**src/rtl/cordic_pkg.sv**
```systemverilog
// Shared types and constants for the CORDIC rotation datapath.
// Covers the state encoding, default sizes, the gain constant and the elaboration-time arctangent table.
package cordic_pkg;

  typedef enum logic [1:0] {IDLE, ITERATE, DONE} state_t;

  localparam int WIDTH_DEF   = 16;
  localparam int ANGLE_W_DEF = 16;
  localparam int ITER_DEF    = 16;
  localparam int K_GAIN      = 19898;  // 0.60725 * 2^15

  // round(atan(2^-i) * 2^angle_w / 2pi); Taylor series evaluated only at elaboration
  function automatic int atan_entry(input int i, input int angle_w = ANGLE_W_DEF);
    real x;
    real x2;
    real term;
    real sum;
    if (i == 0) begin
      return 1 << (angle_w - 3);
    end
    x    = 1.0 / (2.0 ** i);
    x2   = x * x;
    term = x;
    sum  = 0.0;
    for (int n = 0; n < 40; n++) begin
      sum  = sum + (((n % 2) == 1) ? -term : term) / (2 * n + 1);
      term = term * x2;
    end
    return $rtoi(sum * (2.0 ** angle_w) / (2.0 * 3.14159265358979) + 0.5);
  endfunction

endpackage

```
**src/rtl/cordic_rotation_datapath_if.sv**
```systemverilog
// Operand/result bundle between the input mux controller and the CORDIC datapath.
interface cordic_rotation_datapath_if #(
  parameter int WIDTH   = 16,
  parameter int ANGLE_W = 16
);
  logic                      load;
  logic signed [WIDTH-1:0]   x_in;
  logic signed [WIDTH-1:0]   y_in;
  logic signed [ANGLE_W-1:0] z_in;
  logic signed [WIDTH-1:0]   x_out;
  logic signed [WIDTH-1:0]   y_out;
  logic signed [ANGLE_W-1:0] z_out;
  logic                      busy;
  logic                      out_valid;

  modport master (
    output load, x_in, y_in, z_in,
    input  x_out, y_out, z_out, busy, out_valid
  );

  modport slave (
    input  load, x_in, y_in, z_in,
    output x_out, y_out, z_out, busy, out_valid
  );
endinterface

```
**src/rtl/cordic_atan_lut.sv**
```systemverilog
// Combinational arctangent ROM, one entry per micro-rotation; indices past ITER read as zero.
module cordic_atan_lut
  import cordic_pkg::*;
#(
  parameter int ANGLE_W = 16,
  parameter int ITER    = 16,
  parameter int IDX_W   = 6
) (
  input  logic [IDX_W-1:0]   idx,
  output logic [ANGLE_W-1:0] atan
);

  logic [ANGLE_W-1:0] rom [ITER];

  generate
    for (genvar gi = 0; gi < ITER; gi++) begin : g_rom
      localparam int VAL = atan_entry(gi, ANGLE_W);
      assign rom[gi] = ANGLE_W'(VAL);
    end
  endgenerate

  always_comb begin
    atan = '0;
    for (int k = 0; k < ITER; k++) begin
      if (idx == IDX_W'(k)) begin
        atan = rom[k];
      end
    end
  end

endmodule

```
**src/rtl/cordic_rotation_datapath.sv**
```systemverilog
// Iterative rotation-mode CORDIC: one micro-rotation per clock, results with a one-cycle out_valid.
// Optional CORDIC_GAIN_COMP_EN adds a 1/K gain-compensation cycle after the last rotation.
module cordic_rotation_datapath
  import cordic_pkg::*;
#(
  parameter int WIDTH   = WIDTH_DEF,
  parameter int ANGLE_W = ANGLE_W_DEF,
  parameter int ITER    = ITER_DEF
) (
  input logic                       clk,
  input logic                       rst,
  cordic_rotation_datapath_if.slave bus
);

  localparam int IDX_W = 6;
  localparam logic [IDX_W-1:0] LAST_IDX = IDX_W'(ITER - 1);

  state_t                    state_q, state_d;
  logic signed [WIDTH-1:0]   x_q, x_d, y_q, y_d;
  logic signed [ANGLE_W-1:0] z_q, z_d;
  logic [IDX_W-1:0]          i_q, i_d;
  logic signed [WIDTH-1:0]   x_out_q, x_out_d, y_out_q, y_out_d;
  logic signed [ANGLE_W-1:0] z_out_q, z_out_d;
  logic                      out_valid_q, out_valid_d;

  logic [ANGLE_W-1:0]        atan;
  logic signed [WIDTH-1:0]   x_sh, y_sh, x_rot, y_rot;
  logic signed [ANGLE_W-1:0] z_rot;

  cordic_atan_lut #(
    .ANGLE_W (ANGLE_W),
    .ITER    (ITER),
    .IDX_W   (IDX_W)
  ) u_atan_lut (
    .idx  (i_q),
    .atan (atan)
  );

  // z >= 0 rotates counter-clockwise; sums wrap at their natural width
  always_comb begin
    x_sh = x_q >>> i_q;
    y_sh = y_q >>> i_q;
    if (!z_q[ANGLE_W-1]) begin
      x_rot = x_q - y_sh;
      y_rot = y_q + x_sh;
      z_rot = z_q - atan;
    end else begin
      x_rot = x_q + y_sh;
      y_rot = y_q - x_sh;
      z_rot = z_q + atan;
    end
  end

`ifdef CORDIC_GAIN_COMP_EN
  localparam logic signed [16:0]       K_S = 17'(K_GAIN);
  localparam logic signed [WIDTH+16:0] RND = (WIDTH + 17)'(1 << 14);
  logic signed [WIDTH+16:0] x_prod, y_prod;

  always_comb begin
    x_prod = x_q * K_S + RND;
    y_prod = y_q * K_S + RND;
  end
`endif

  always_comb begin
    state_d     = state_q;
    x_d         = x_q;
    y_d         = y_q;
    z_d         = z_q;
    i_d         = i_q;
    x_out_d     = x_out_q;
    y_out_d     = y_out_q;
    z_out_d     = z_out_q;
    out_valid_d = 1'b0;
    if (bus.load) begin
      x_d     = bus.x_in;
      y_d     = bus.y_in;
      z_d     = bus.z_in;
      i_d     = '0;
      state_d = ITERATE;
    end else if (state_q == ITERATE) begin
`ifdef CORDIC_GAIN_COMP_EN
      // i == ITER marks the extra compensation cycle after the final rotation
      if (i_q == IDX_W'(ITER)) begin
        x_out_d     = x_prod[WIDTH+14:15];
        y_out_d     = y_prod[WIDTH+14:15];
        z_out_d     = z_q;
        out_valid_d = 1'b1;
        state_d     = DONE;
      end else begin
        x_d = x_rot;
        y_d = y_rot;
        z_d = z_rot;
        i_d = i_q + IDX_W'(1);
      end
`else
      x_d = x_rot;
      y_d = y_rot;
      z_d = z_rot;
      i_d = i_q + IDX_W'(1);
      if (i_q == LAST_IDX) begin
        x_out_d     = x_rot;
        y_out_d     = y_rot;
        z_out_d     = z_rot;
        out_valid_d = 1'b1;
        state_d     = DONE;
      end
`endif
    end
  end

  always_ff @(posedge clk or negedge rst) begin
    if (!rst) begin
      state_q     <= IDLE;
      x_q         <= '0;
      y_q         <= '0;
      z_q         <= '0;
      i_q         <= '0;
      x_out_q     <= '0;
      y_out_q     <= '0;
      z_out_q     <= '0;
      out_valid_q <= 1'b0;
    end else begin
      state_q     <= state_d;
      x_q         <= x_d;
      y_q         <= y_d;
      z_q         <= z_d;
      i_q         <= i_d;
      x_out_q     <= x_out_d;
      y_out_q     <= y_out_d;
      z_out_q     <= z_out_d;
      out_valid_q <= out_valid_d;
    end
  end

  assign bus.x_out     = x_out_q;
  assign bus.y_out     = y_out_q;
  assign bus.z_out     = z_out_q;
  assign bus.out_valid = out_valid_q;
  assign bus.busy      = (state_q == ITERATE);

endmodule

```
**src/flat_wrapper.sv**
```systemverilog
// flat-port wrapper written by rule: the top's interface ports become plain ports
module cordic_rotation_datapath_flat import cordic_pkg::*;
#(
  parameter int WIDTH   = WIDTH_DEF,
  parameter int ANGLE_W = ANGLE_W_DEF,
  parameter int ITER    = ITER_DEF
)
  (clk, rst, bus_load, bus_x_in, bus_y_in, bus_z_in, bus_x_out, bus_y_out, bus_z_out, bus_busy, bus_out_valid);
  cordic_rotation_datapath_if #(.WIDTH(WIDTH), .ANGLE_W(ANGLE_W)) bus_i ();
  input logic clk;
  input logic rst;
  input wire logic [$bits(bus_i.load)-1:0] bus_load;
  input wire logic [$bits(bus_i.x_in)-1:0] bus_x_in;
  input wire logic [$bits(bus_i.y_in)-1:0] bus_y_in;
  input wire logic [$bits(bus_i.z_in)-1:0] bus_z_in;
  output wire logic [$bits(bus_i.x_out)-1:0] bus_x_out;
  output wire logic [$bits(bus_i.y_out)-1:0] bus_y_out;
  output wire logic [$bits(bus_i.z_out)-1:0] bus_z_out;
  output wire logic [$bits(bus_i.busy)-1:0] bus_busy;
  output wire logic [$bits(bus_i.out_valid)-1:0] bus_out_valid;
  assign bus_i.load = bus_load;
  assign bus_i.x_in = bus_x_in;
  assign bus_i.y_in = bus_y_in;
  assign bus_i.z_in = bus_z_in;
  assign bus_x_out = bus_i.x_out;
  assign bus_y_out = bus_i.y_out;
  assign bus_z_out = bus_i.z_out;
  assign bus_busy = bus_i.busy;
  assign bus_out_valid = bus_i.out_valid;
  cordic_rotation_datapath #(.WIDTH(WIDTH), .ANGLE_W(ANGLE_W), .ITER(ITER)) u_core (.clk(clk), .rst(rst), .bus(bus_i));
endmodule
```
**config.mk**
```make
export PLATFORM = sky130hd
export DESIGN_NAME = cordic_rotation_datapath_flat
export DESIGN_NICKNAME = d
export VERILOG_FILES = /design/src/rtl/cordic_pkg.sv /design/src/rtl/cordic_rotation_datapath_if.sv /design/src/rtl/cordic_atan_lut.sv /design/src/rtl/cordic_rotation_datapath.sv /design/src/flat_wrapper.sv
export SDC_FILE = /design/constraint.sdc
export NUM_CORES = 1
export LEC_CHECK = 0
export CORE_UTILIZATION = 59
export CTS_BUF_LIST = sky130_fd_sc_hd__clkbuf_4 sky130_fd_sc_hd__clkbuf_8 sky130_fd_sc_hd__clkbuf_16
export DETAILED_ROUTE_END_ITERATION = 6
export PLACE_DENSITY = 0.91
export RECOVER_POWER = 50
export SKIP_CTS_REPAIR_TIMING = 1
export SLEW_MARGIN = 5
export SYNTH_ARGS = -nofsm -noshare
export SYNTH_HDL_FRONTEND = slang
export SYNTH_SLANG_ARGS = --single-unit
```
**constraint.sdc**
```tcl
create_clock -name clk -period 6 [get_ports clk]
set_clock_uncertainty 0.2 [all_clocks]
set_input_delay 1.8 -clock clk [delete_from_list [all_inputs] [get_ports clk]]
set_output_delay 1.8 -clock clk [all_outputs]
set_load 0.01 [all_outputs]
```
==> results of run 1 <==
metrics by stage:
stage	setup WS [ns]	hold slack, ns	total power (uW)	util (%)
floorplan	1.12	0.260	5270	-
global placement	0.534	0.258	6330	68.3
detailed placement	0.343	0.270	6550	68.3
CTS	0.328	0.288	7250	70.2
global route	0.0462	0.301	7920	70.2
finish	0.371	0.282	7370	70.2
flip-flops by register name, indices dropped and copies added (netlist names):
| signal | flops |
|---|---|
| u_core.bus.z_out | 16 |
| u_core.bus.out_valid | 1 |
| u_core.bus.x_out | 16 |
| u_core.x_q | 16 |
| u_core.y_q | 16 |
| u_core.z_q | 16 |
| u_core.bus.y_out | 16 |
| u_core.i_q | 6 |
| u_core.state_q | 2 |
final cells by class:
class | count | area share (%)
multi-input combinational | 921 | 58.7
sequential | 105 | 23.5
timing repair buffer | 140 | 11.6
tap | 216 | 2.42
clock buffer | 10 | 2.08
inverter | 28 | 0.939
clock inverter | 6 | 0.727
layout by cell type (no fill, tap or decap), types with 6 or more instances in the layout:
cell type                           n
sky130_fd_sc_hd__buf_4             38
sky130_fd_sc_hd__mux2i_1           69
sky130_fd_sc_hd__nand3_1           13
sky130_fd_sc_hd__and2_1            15
sky130_fd_sc_hd__o31a_1             7
sky130_fd_sc_hd__and3_1            10
sky130_fd_sc_hd__nor3_1            35
sky130_fd_sc_hd__o21bai_1           6
sky130_fd_sc_hd__mux2_2            36
sky130_fd_sc_hd__o21ai_0          102
sky130_fd_sc_hd__nor3b_1            8
sky130_fd_sc_hd__dlygate4sd3_1     16
sky130_fd_sc_hd__nor2_1            81
sky130_fd_sc_hd__a21o_1            14
sky130_fd_sc_hd__clkdlybuf4s50_1   82
sky130_fd_sc_hd__inv_1             24
sky130_fd_sc_hd__dfrtp_1          104
sky130_fd_sc_hd__nand2b_1          13
sky130_fd_sc_hd__a21oi_1           73
sky130_fd_sc_hd__mux4_2             7
sky130_fd_sc_hd__a31oi_1           11
sky130_fd_sc_hd__nand2_1          131
sky130_fd_sc_hd__nor2b_1           10
sky130_fd_sc_hd__clkbuf_16          9
sky130_fd_sc_hd__a211oi_1           8
sky130_fd_sc_hd__or3_1             14
sky130_fd_sc_hd__o22ai_1            6
sky130_fd_sc_hd__xor2_1            28
sky130_fd_sc_hd__xnor2_1           53
sky130_fd_sc_hd__o31ai_1           10
sky130_fd_sc_hd__ha_1              53
layer usage:
layer,global-route usage (%),wire length (um)
met5,0,32
met4,18.8,1180
met3,5.95,2160
met2,59.0,14100
met1,45.5,12000
logic make-up (layout without fill, tap and decap cells):
| kind of cell | count (synthesis) | in the layout | synth area share, % |
|---|---|---|---|
| buf+inv | 99 | 184 | 4.57 |
| xor+xnor | 81 | 81 | 7.36 |
| simple gates | 350 | 350 | 17.4 |
| flops | 105 | 105 | 27.3 |
| compound gates | 316 | 316 | 21.4 |
| mux | 118 | 118 | 14.5 |
| fa+ha+maj | 56 | 56 | 7.50 |
power breakdown:
group	switching (uW)	leakage, uW	internal [uW]	total (uW)
sequential	312	0.00133	893	1200
combinational	3130	0.00370	2390	5520
clock	299	0.000157	341	640
how the worst min path moves through the flow:
stage / cells after the start / from / endpoint
after floorplan: 2 / u_core.state_q[0] / u_core.state_q[0]
after global placement: 2 / u_core.bus.x_out[1] / u_core.bus.x_out[1]
after detailed placement: 2 / u_core.bus.x_out[1] / u_core.bus.x_out[1]
after CTS: 2 / u_core.bus.x_out[1] / u_core.bus.x_out[1]
after global routing: 2 / u_core.bus.x_out[1] / u_core.bus.x_out[1]
final: 2 / u_core.bus.x_out[1] / u_core.bus.x_out[1]
worst reg2reg max path: cells and delay by family, from the launching register on:
kind	cells	cell delay (ns)
AO/OA/AOI/OAI	7	1.70
XOR/XNOR	1	0.33
adder cells (fa/ha/maj)	2	0.62
buffers and inverters	2	0.50
flip-flops	1	0.49
multiplexers	2	0.76
AND/OR/NAND/NOR	4	0.94
==> flow_summary.yaml, run 1 <==
critical_path:
  worst_reg2reg_path_startpoint: "u_core.i_q[0]"
  rrSetupSlack_ns: 0.37
  r2r.worst_path.cells: 18
  worstReg2RegEnd: "u_core.bus.y_out[15]"
  critical_path_depth: 18
  max_fanout_on_critical_path: 26
  timing.critical_path.arrival_ns: 5.67
  worstSetupStartpoint: "u_core.i_q[0]"
  end_kind: "flip-flop"
  crit_end: "u_core.bus.y_out[15]"
  path_buf_inv: 2
  cp_data_required_time_ns: 6.04
  critPathLaunchType: "flip-flop"
  worst_path_most_repeated_cell: "sky130_fd_sc_hd__nor3_1"
  critical_path_class: "flip-flop to flip-flop"
  critical_path.max_stage_delay_ns: 0.56
  critical_path.cell_chain: "buf_12, buf_4, mux4_2, mux2i_1, a21boi_1, o221ai_1, ha_1, o21ai_0, ha_1, nor2b_1, o31a_1, nor3_1, o31ai_2, o2111a_1, nor3_1, nor3_1, xnor2_1, o21ai_1"
  critical-path-top-delay-family: "compound AO/OA/AOI/OAI gates"
  cp_slowest_cell: "sky130_fd_sc_hd__mux4_2"
drt:
  vias_per_cell: 6.54
  ant_nets: 0
  drtIter0Drc: 739
  num_vias: 9323
  drc: 0
  avgRoutedWirePerCell_um: 20.6
  finalWirelength_um: 29400
  dr.pass1.iters: 6
synthesis:
  yosysTopAreaCellShare_pct: 27.3
  cell_area_after_technology_mapping_um2: 9640
  yosysUniqueCellTypes: 88
  synth_area_leaders: "sky130_fd_sc_hd__dfrtp_1 27%, sky130_fd_sc_hd__mux2i_1 7.2%, sky130_fd_sc_hd__ha_1 6.9%, sky130_fd_sc_hd__o21ai_0 5.3%, sky130_fd_sc_hd__nand2_1 5.1%"
  synthesis.instances: 1125
  yosys.cell_count.top_type: "sky130_fd_sc_hd__nand2_1"
  yosys_register_bits: 105
  synth_common_cells: "131 x sky130_fd_sc_hd__nand2_1, 105 x sky130_fd_sc_hd__dfrtp_1, 102 x sky130_fd_sc_hd__o21ai_0"
  synth_area_per_cell_um2: 8.57
  synth_seq_area_share_pct: 27.3
  synth_edf_count: 0
  ys_warn_count: 0
  asyncSetResetFlopFracSynth_pct: 100
  synth_largest_area_cell: "sky130_fd_sc_hd__dfrtp_1"
  post_synth_net_total: 1232
  synth-main-ff-cell: "sky130_fd_sc_hd__dfrtp_1"
place:
  placed_cell_area_um2: 10900
  place_inst: 1410
  gp_routability_congestion: 1.05
  place.port_buffers: 100
  dp.final_hpwl_um: 22000
cells_and_area:
  syn_to_layout_area_delta_pct: 16.1
  register_area_um2: 2630
  final_area_um2: 11200
  multi_input_comb_area_um2: 6570
  layout-drive-gt1-share_pct: 10.6
  diodes: 0
  final_cells: 1426
  layout.filler_cells: 1266
  nets: 1312
sta:
  final-setup-viol-count: 0
  report.final.slew_viol_count: 151
  final_min_period_over_clock_period_pct: 93.8
  rsz_0062_raised_after_global_routing: "false"
  worst_pin_slew_ns: 1.92
  final_hold_viol_count: 0
  maxSlewHeadroom_pct: -28.0
  min_cycle_time_layout_ns: 5.63
  fmaxAchievable_mhz: 178
  fin_setup_tns_ns: 0
global_route:
  grt_usage_pct: 35.9
  first_global_vias: 9146
  antenna_found_initial: 2
  grt_overflow_total: 0
  grt_first_pass_wirelength_um: 46700
  grt_max_degree: 72
clock_network:
  htree_levels: 3
  cts.sink_count: 105
  cts_buffer_depth: 2
  cts_tree: "done"
  cts_buffers: 9
  cts_root_buffer: "sky130_fd_sc_hd__clkbuf_16"
  clk_transition_reported_paths_ns: 0.08
  clock_insertion_delay_worst_skew_ns: 0.37
floorplanning:
  floorplan.initialDensity_pct: 60.4
  die-width_um: 130
  design.die.area_um2: 16800
  io-pin-count: 101
  placement_rows: 46
  core_area_um2: 15900
  dieHeight_um: 130
run_status:
  violated_checks: "max-capacitance violations, max-slew violations"
  outcome: "finished with violations"
pwr:
  leakage_uw: 0.00519
  ir_drop_mv: 0.335
  power_per_cell_area_nw_per_um2: 658
flow_run:
  number_of_maximum_capacitance_constraint_violations: 3
min_path:
  hold_path.class: "flip-flop to flip-flop"
(Power assumes the default switching activity.)
==> run 2: changes to the inputs <==
--- a/config.mk
+++ b/config.mk
@@ -7,6 +7,7 @@
 export LEC_CHECK = 0
 export CORE_UTILIZATION = 59
 export CTS_BUF_LIST = sky130_fd_sc_hd__clkbuf_4 sky130_fd_sc_hd__clkbuf_8 sky130_fd_sc_hd__clkbuf_16
+export CTS_CLUSTER_SIZE = 30
 export DETAILED_ROUTE_END_ITERATION = 6
 export PLACE_DENSITY = 0.91
 export RECOVER_POWER = 50
==> results of run 2 <==
Same layout as run 1: the final DEF is identical, and so are final timing and power.
==> run 3: changes to the inputs <==
--- a/config.mk
+++ b/config.mk
@@ -5,11 +5,13 @@
 export SDC_FILE = /design/constraint.sdc
 export NUM_CORES = 1
 export LEC_CHECK = 0
-export CORE_UTILIZATION = 59
+export CELL_PAD_IN_SITES_DETAIL_PLACEMENT = 0
+export CELL_PAD_IN_SITES_GLOBAL_PLACEMENT = 2
+export CORE_UTILIZATION = 36
 export CTS_BUF_LIST = sky130_fd_sc_hd__clkbuf_4 sky130_fd_sc_hd__clkbuf_8 sky130_fd_sc_hd__clkbuf_16
 export CTS_CLUSTER_SIZE = 30
 export DETAILED_ROUTE_END_ITERATION = 6
-export PLACE_DENSITY = 0.91
+export PLACE_DENSITY = 0.9
 export RECOVER_POWER = 50
 export SKIP_CTS_REPAIR_TIMING = 1
 export SLEW_MARGIN = 5
==> run 3 against run 2 <==
Compared with the run above: the run ends with design-rule violations, max-capacitance violations, max-slew violations left; sequential cell count stayed put; sequential share of layout area is 0.40 points lower; wire length is 3.2% higher; total power is 1.9% lower; worst setup slack better by 0.096 ns; critical path type unchanged.
==> flow_summary.yaml, run 3 (synthesis gave the netlist of run 1 again) <==
critical_path:
  cp_slowest_cell: "sky130_fd_sc_hd__dfrtp_2"
  end_kind: "flip-flop"
  path_buf_inv: 1
  max_fanout_on_critical_path: 25
  cp_data_required_time_ns: 6.09
  critical_path_class: "flip-flop to flip-flop"
  critical_path.cell_chain: "buf_4, mux4_1, a2111oi_0, a2111o_2, o211a_1, nand3_1, nor2_1, a21oi_1, xnor2_1, ha_1, nand2_1, o31ai_1, o2111a_1, nor3_1, or4b_2, mux2i_1, a211o_1"
  worstReg2RegEnd: "u_core.y_q[15]"
  timing.critical_path.arrival_ns: 5.62
  critPathLaunchType: "flip-flop"
  rrSetupSlack_ns: 0.47
  critical_path.max_stage_delay_ns: 0.76
  worst_reg2reg_path_startpoint: "u_core.i_q[0]"
  critical-path-top-delay-family: "compound AO/OA/AOI/OAI gates"
  r2r.worst_path.cells: 17
drt:
  vias_per_cell: 5.64
  ant_nets: 0
  drc: 3
  dr.pass1.iters: 7
  avgRoutedWirePerCell_um: 19.5
  finalWirelength_um: 30400
  drtIter0Drc: 635
  num_vias: 8760
pwr:
  ir_drop_mv: 0.287
  power_per_cell_area_nw_per_um2: 634
  power.share.clock_pct: 8.5
  p_sw_uw: 3620
  share_comb_of_total_power_pct: 74.8
  leakage_uw: 0.00521
  p_seq_share_pct: 16.8
  netSwitchingFraction_pct: 50.1
  internal-power_uw: 3600
min_path:
  worst_hold_path.endpoint: "u_core.bus.z_out[8]"
  hold_start: "u_core.bus.z_out[8]"
  timing.hold.worst_path_depth: 2
  hold_path.class: "flip-flop to flip-flop"
clock_network:
  cts_tree: "done"
  cts_buffers: 9
  htree_levels: 3
  cts_root_buffer: "sky130_fd_sc_hd__clkbuf_16"
  clk_transition_reported_paths_ns: 0.08
  cts.sink_count: 105
  clock_insertion_delay_worst_skew_ns: 0.36
  cts_buffer_depth: 2
sta:
  final-setup-viol-count: 0
  maxSlewHeadroom_pct: -92.4
  min_cycle_time_layout_ns: 5.53
  report.final.slew_viol_count: 185
  worst_pin_slew_ns: 2.89
  rsz_0062_raised_after_global_routing: "false"
  final_min_period_over_clock_period_pct: 92.2
  fmaxAchievable_mhz: 181
  final_hold_viol_count: 0
  fin_setup_tns_ns: 0
floorplanning:
  dieHeight_um: 166
  design.die.area_um2: 27400
  core_area_um2: 26100
  io-pin-count: 101
  die-width_um: 166
  placement_rows: 59
  floorplan.initialDensity_pct: 36.9
run_status:
  violated_checks: "design-rule violations, max-capacitance violations, max-slew violations"
  outcome: "finished with violations"
global_route:
  grt_first_pass_wirelength_um: 48200
  grt_max_degree: 75
  first_global_vias: 8539
  grt_usage_pct: 22.2
  grt_overflow_total: 0
  antenna_found_initial: 0
cells_and_area:
  layout-drive-gt1-share_pct: 11.0
  nets: 1321
  layout.filler_cells: 2649
  final_common_cell: "sky130_fd_sc_hd__nand2_1"
  diodes: 0
  final_cell_mix: "131 x sky130_fd_sc_hd__nand2_1, 104 x sky130_fd_sc_hd__dfrtp_1, 102 x sky130_fd_sc_hd__o21ai_0"
  syn_to_layout_area_delta_pct: 18.2
  final_area_um2: 11400
flow_run:
  number_of_maximum_capacitance_constraint_violations: 4
place:
  gp_routability_congestion: 0.955
  place.port_buffers: 100
  dp.final_hpwl_um: 22900
  placed_cell_area_um2: 11100
run 3: changes by cell type in the layout (fill, tap and decap cells not counted):
| cell | change |
|---|---|
| sky130_fd_sc_hd__o31ai_2 | -1 |
| sky130_fd_sc_hd__bufinv_16 | -1 |
| sky130_fd_sc_hd__clkbuf_2 | -1 |
| sky130_fd_sc_hd__o31ai_1 | +1 |
| sky130_fd_sc_hd__inv_8 | -1 |
| sky130_fd_sc_hd__clkbuf_1 | +2 |
| sky130_fd_sc_hd__clkinv_4 | +2 |
| sky130_fd_sc_hd__buf_4 | +7 |
| sky130_fd_sc_hd__buf_12 | +1 |
run 3: layer usage:
layer	global-route usage, %	share of wire (%)
met5	0	0
met1	29.7	45
met4	9.63	4.1
met2	36.3	47
met3	2.65	3.8
run 3: area by class of cell:
type | instances | area [um2] | area share (%)
clock inverter | 6 | 57.6 | 0.505
timing repair buffer | 149 | 1370 | 12.1
inverter | 28 | 105 | 0.923
tap | 335 | 419 | 3.68
sequential | 105 | 2630 | 23.1
multi-input combinational | 921 | 6570 | 57.7
clock buffer | 10 | 233 | 2.04
run 3: power by group through the flow:
stage / clock network, uW / logic [uW] / registers (uW)
2_1_floorplan: 0 / 4220 / 1050
3_3_place_gp: 0 / 5340 / 1220
3_5_place_dp: 0 / 5350 / 1210
4_1_cts: 632 / 5390 / 1200
5_1_grt: 655 / 6070 / 1230
6_report: 613 / 5400 / 1210
run 3: how the worst max path moves through the flow:
stage	startpoint	to	slack, ns	cells after the start
CTS	u_core.i_q[0]	u_core.y_q[15]	0.48	17
global route	rst	u_core.i_q[0]	0.08	2
detailed placement	u_core.i_q[0]	u_core.y_q[15]	0.50	17
floorplan	u_core.i_q[0]	u_core.x_q[14]	1.12	19
finish	u_core.i_q[0]	u_core.y_q[15]	0.47	17
global placement	u_core.i_q[0]	u_core.bus.z_out[14]	0.59	19
run 3: tightest hold or removal path, stage by stage, from the launching register on:
cell and delay (ns):
sky130_fd_sc_hd__dfrtp_1 0.35, sky130_fd_sc_hd__nand2_1 0.05, sky130_fd_sc_hd__o21ai_0 0.06
run 3: stage by stage:
stage          setup WS [ns]  cells  total power [uW]  hold slack [ns]  utilization (%)
3_3_place_gp           0.590   1538              6560            0.262             42.5
4_1_cts                0.477   1554              7230            0.291             43.6
2_1_floorplan           1.12   1125              5270            0.260                -
6_report               0.467   1554              7220            0.286             43.6
5_1_grt               0.0781   1554              7950            0.315             43.6
3_5_place_dp           0.498   1538              6570            0.270             42.5
